## src/rtl/start_pulse_gen.sv

```systemverilog
// Button trigger front end: synchronizer, debouncer, rising-edge detect and an
// issue FSM that queues one request while downstream is busy and counts drops.
module start_pulse_gen #(
  parameter int unsigned DEB_CYCLES = 4,
  parameter int unsigned DC_W       = 3,
  parameter int unsigned CNT_W      = 8,
  parameter int unsigned WAIT_MAX   = 3
) (
  input  logic             clk,
  input  logic             rst,
  input  logic             btn,
  input  logic             busy,
  output logic             start,
  output logic             pending,
  output logic             btn_level,
  output logic [CNT_W-1:0] drop_cnt
);

  localparam int unsigned WC_W = (WAIT_MAX > 1) ? $clog2(WAIT_MAX) : 1;

  localparam logic [1:0] S_IDLE = 2'd0;
  localparam logic [1:0] S_FIRE = 2'd1;
  localparam logic [1:0] S_WAIT = 2'd2;
  localparam logic [1:0] S_RUN  = 2'd3;

  logic             s1_q, s2_q;
  logic             lvl_q, lvl_d;
  logic             lvl_dly_q;
  logic [DC_W-1:0]  dc_q, dc_d;
  logic [1:0]       state_q, state_d;
  logic [WC_W-1:0]  wc_q, wc_d;
  logic             pend_q, pend_d;
  logic [CNT_W-1:0] drop_q, drop_d;
  logic             rise;
  logic             done;

  assign rise = lvl_q & ~lvl_dly_q;

  always_comb begin
    lvl_d = lvl_q;
    dc_d  = '0;
    if (s2_q != lvl_q) begin
      if (dc_q == DC_W'(DEB_CYCLES - 1)) begin
        lvl_d = s2_q;
      end else begin
        dc_d = dc_q + 1'b1;
      end
    end
  end

  // DONE handling is shared by WAIT timeout and RUN completion; a rise it
  // consumes never reaches the pending/drop path.
  always_comb begin
    state_d = state_q;
    wc_d    = wc_q;
    pend_d  = pend_q;
    drop_d  = drop_q;
    done    = 1'b0;
    case (state_q)
      S_IDLE: if (rise) state_d = S_FIRE;
      S_FIRE: begin
        wc_d    = '0;
        state_d = S_WAIT;
      end
      S_WAIT: begin
        if (busy) begin
          state_d = S_RUN;
        end else if (wc_q == WC_W'(WAIT_MAX - 1)) begin
          done = 1'b1;
        end else begin
          wc_d = wc_q + 1'b1;
        end
      end
      default: if (!busy) done = 1'b1;
    endcase

    if (done) begin
      if (pend_q) begin
        state_d = S_FIRE;
        pend_d  = rise;
      end else if (rise) begin
        state_d = S_FIRE;
      end else begin
        state_d = S_IDLE;
      end
    end else if (rise && (state_q != S_IDLE)) begin
      if (!pend_q) begin
        pend_d = 1'b1;
      end else if (drop_q != '1) begin
        drop_d = drop_q + 1'b1;
      end
    end
  end

  always_ff @(posedge clk or posedge rst) begin
    if (rst) begin
      s1_q      <= 1'b0;
      s2_q      <= 1'b0;
      lvl_q     <= 1'b0;
      lvl_dly_q <= 1'b0;
      dc_q      <= '0;
      state_q   <= S_IDLE;
      wc_q      <= '0;
      pend_q    <= 1'b0;
      drop_q    <= '0;
    end else begin
      s1_q      <= btn;
      s2_q      <= s1_q;
      lvl_q     <= lvl_d;
      lvl_dly_q <= lvl_q;
      dc_q      <= dc_d;
      state_q   <= state_d;
      wc_q      <= wc_d;
      pend_q    <= pend_d;
      drop_q    <= drop_d;
    end
  end

  assign start     = (state_q == S_FIRE);
  assign pending   = pend_q;
  assign btn_level = lvl_q;
  assign drop_cnt  = drop_q;

endmodule

```

## config.mk

```make
export PLATFORM = sky130hd
export DESIGN_NAME = start_pulse_gen
export DESIGN_NICKNAME = d
export VERILOG_FILES = /design/src/rtl/start_pulse_gen.sv
export SDC_FILE = /design/constraint.sdc
export NUM_CORES = 1
export LEC_CHECK = 0
export BUFFER_PORTS_ARGS = -buffer_cell sky130_fd_sc_hd__buf_2
export CORE_AREA = 2 2 71 56
export DETAILED_ROUTE_END_ITERATION = 10
export DIE_AREA = 0 0 73 58
export GPL_ROUTABILITY_DRIVEN = 0
export GPL_TIMING_DRIVEN = 0
export HOLD_SLACK_MARGIN = 0.06
export SLEW_MARGIN = 20
export SYNTH_ARGS = -nofsm -noshare
export SYNTH_HDL_FRONTEND = slang
export SYNTH_SLANG_ARGS = --single-unit
```

## constraint.sdc

```tcl
create_clock -name clk -period 2.3 [get_ports clk]
set_input_delay 0.115 -clock clk [delete_from_list [all_inputs] [get_ports clk]]
set_output_delay 0.115 -clock clk [all_outputs]
set_load 0.03 [all_outputs]
```

==> run_results.csv <==
group,metric,value,unit
logic_synthesis,syn-instance-count,89,
layout,final_layout_size_suffix_gt1_frac,0.243,
critical_path,reg2reg_setup_slack,0.41,ns
worst_hold_path,holdPathEnd,"pending",
clock_network,cts-root-buf,"clkbuf_8",
layout,fin_area,1210,um2
die,coreArea,3540,um2
die,die_area,4230,um2
timing,grt_setup_unrepaired,"false",
logic_synthesis,synth.net_count,101,
layout,finalNetCount,121,
clock_network,cts.clk_slew.worst_paths,0.07,ns
critical_path,required,2.44,ns
critical_path,path_buf_inv,1,
route,first_iter_violations,21,
layout,nFillCells,366,
route,drt_wl_total,1.73,mm
worst_hold_path,min_from,"busy",
die,start_util,0.291,
layout,final_core_util,0.342,
pwr,leakagePower,0.562,nW
critical_path,cp_slowest_stage_delay,0.38,ns
timing,hold_viol,0,
route,routed_via_density,4.78,
critical_path,critical_path.top_delay_family,"compound AO/OA/AOI/OAI gates",
timing,fin_skew,0.00388,ns
critical_path,crit_type,"reg2reg",
critical_path,worst_ep_arrival_time,2.03,ns
timing,setup_viol,0,
run,max-cap-violations,0,
critical_path,cp-start-kind,"flop",
die,fp-row-count,19,
global_routing,groute.usage.overall,0.0877,
placement,io_buffers,13,
critical_path,path_max_fanout,7,
clock_network,clock_sinks,20,
timing,worst_pin_slew,0.755,ns
logic_synthesis,synthArstFlopShare,1.00,
logic_synthesis,yosysWarningCount,0,
layout,syn_to_final_growth,17.4,%
timing,timing.final.ws_setup,0.406,ns
route,dr.pass1.iters,4,
worst_hold_path,min_path_cells,3,
clock_network,h-tree-depth,1,
logic_synthesis,synthesis.area,1030,um2
logic_synthesis,synthFlopType,"dfrtp_1",
global_routing,grt_max_degree,21,
clock_network,cts_tree,"done",
route,post_drt_wl_per_cell,11.6,um
global_routing,grt_pass1_wl,2.84,mm
placement,dp_hpwl,1.34,mm
global_routing,grt-ovfl-total,0,
critical_path,worst_path_max_delay_cell,"dfrtp_1",
timing,post-route-min-period,1.89,ns
logic_synthesis,synth_seq_cells,20,
pwr,power,0.00151,W
route,vias,712,
timing,max_slew_margin,0.496,
layout,antenna_cells,0,
pwr,ir_worst_vdd,0.000633,V
logic_synthesis,ys_types,28,
clock_network,ctsLongestPathBuffers,2,
route,drc,0,
die,io_pins,15,
critical_path,path_cells,"inv_1 > ha_1 > a21oi_2 > o2111ai_4 > nor3_1 > mux2_2",
timing,fmaxAchievable,528,MHz
global_routing,grt_pass1_vias,666,
outcome,run_status,"complete, no violations",
logic_synthesis,avgSynthCellArea,11.6,um2
worst_hold_path,hold_class,"in2reg",
placement,placed_area,1150,um2
global_routing,antenna_found_initial,0,
die,die_y,58,um
logic_synthesis,seq_area_frac_synth,0.485,
clock_network,insertion_delay,0.25,ns
pwr,power_density,1240,nW/um2
timing,tns,0,ns
route,postRouteAntennaNets,0,
logic_synthesis,synth_edf_count,0,
critical_path,reg2reg_to,"drop_cnt[7]",
timing,period_share,0.824,
critical_path,crit_path_end_kind,"flop",
placement,pre_cts_ws,0.387,ns
critical_path,rr_startpoint,"state_q[0]",
critical_path,rr_worst_depth,6,
clock_network,numCtsBuffers,3,
timing,drv_slew,0,
die,die_x,73,um
## cells in the mapped netlist (3+ instances only)
cell | count | area, um2
o21ai_0 | 4 | 20.0
nor2_1 | 3 | 11.3
o31ai_1 | 3 | 22.5
nand3_1 | 4 | 20.0
mux2i_1 | 3 | 30.0
nor3b_1 | 3 | 22.5
nand2_1 | 3 | 11.3
ha_1 | 8 | 100
nor3_1 | 5 | 25.0
xor2_1 | 5 | 43.8
inv_1 | 6 | 22.5
dfrtp_1 | 20 | 500
mux2_2 | 3 | 33.8
## tightest hold or removal path, delay by kind of cell
family                 cells  cell delay (ns)
AOI/OAI and AO/OA          2             0.19
buffers and inverters      1             0.18
## stage by stage
stage	hold WS (ns)	cells
after floorplan	0.0788	89
after global placement	0.225	144
after detailed placement	0.230	144
after CTS	0.264	149
after global routing	0.301	149
final	0.276	149
## cell families (layout without fill, tap and decap cells)
kind of cell             count (synthesis)  in the layout  synth area share
buffers and inverters                    7             25            0.0267
multiplexers                             6              6            0.0619
XOR/XNOR                                 7              7            0.0595
adder cells (fa/ha/maj)                  8              8            0.0971
AO/OA/AOI/OAI                           12             12            0.0947
AND/OR/NAND/NOR                         29             29             0.175
flip-flops                              20             20             0.485
## power breakdown
group | switching [W] | total, W | internal, W
Combinational | 0.000431 | 0.000714 | 0.000283
Clock | 0.000101 | 0.000217 | 0.000116
Sequential | 0.000114 | 0.000574 | 0.000460
## layer usage
metal / part of all wire / global-route usage / up-vias
met3: 0.060 / 0.0417 / 2
met1: 0.50 / 0.113 / 339
li1: - / - / 350
met4: 0.0046 / 0.0238 / 0
met2: 0.43 / 0.133 / 21
met5: 0 / 0 / -
## placed cells by master (no fill, tap or decap), drive strengths merged
master,Yosys,layout
nor2b,2,2
or2b,2,2
mux2,3,3
dlygate4sd3,0,2
clkbuf,0,3
nor2,4,4
mux2i,3,3
nor3,5,5
dfrtp,20,20
ha,8,8
o31ai,3,3
nand4,2,2
nor4,1,1
o41ai,1,1
o22ai,1,1
buf,1,14
o21ai,4,4
a21oi,2,2
nor3b,3,3
and2b,1,1
nor4b,1,1
nand3,4,4
inv,6,6
xnor2,2,2
nand2,3,3
xor2,5,5
o2111ai,1,1
nand2b,1,1
## registers in the layout, indices dropped and copies added (netlist names)
name and cells:
btn_level 1, s2_q 1, dc_q 3, state_q 2, wc_q 2, drop_cnt 8
pending 1, lvl_dly_q 1, s1_q 1
## cell type report
cell class                 count  area (um2)  share of cell area
timing repair buffer          15        85.1              0.0703
sequential                    20         500               0.414
buffer                         1        5.00             0.00414
tap                           42        52.6              0.0434
inverter                       6        22.5              0.0186
multi-input combinational     62         503               0.416
clock buffer                   3        41.3              0.0341
## repair_timing
action	in CTS	in global routing
resized for setup	0	0
hold endpoints to repair	21	0
hold buffers	2	0
buffers inserted	0	0
## worst max path at each step
stage | startpoint | end | cells past startpoint | slack [ns]
floorplan | state_q[0] | drop_cnt[7] | 6 | 0.55
global placement | state_q[0] | drop_cnt[7] | 6 | 0.41
detailed placement | state_q[0] | drop_cnt[7] | 6 | 0.39
CTS | state_q[0] | drop_cnt[7] | 6 | 0.38
global route | state_q[0] | state_q[1] | 6 | 0.25
finish | state_q[0] | drop_cnt[7] | 6 | 0.41
No activity file was read; power rests on OpenSTA's default activity.
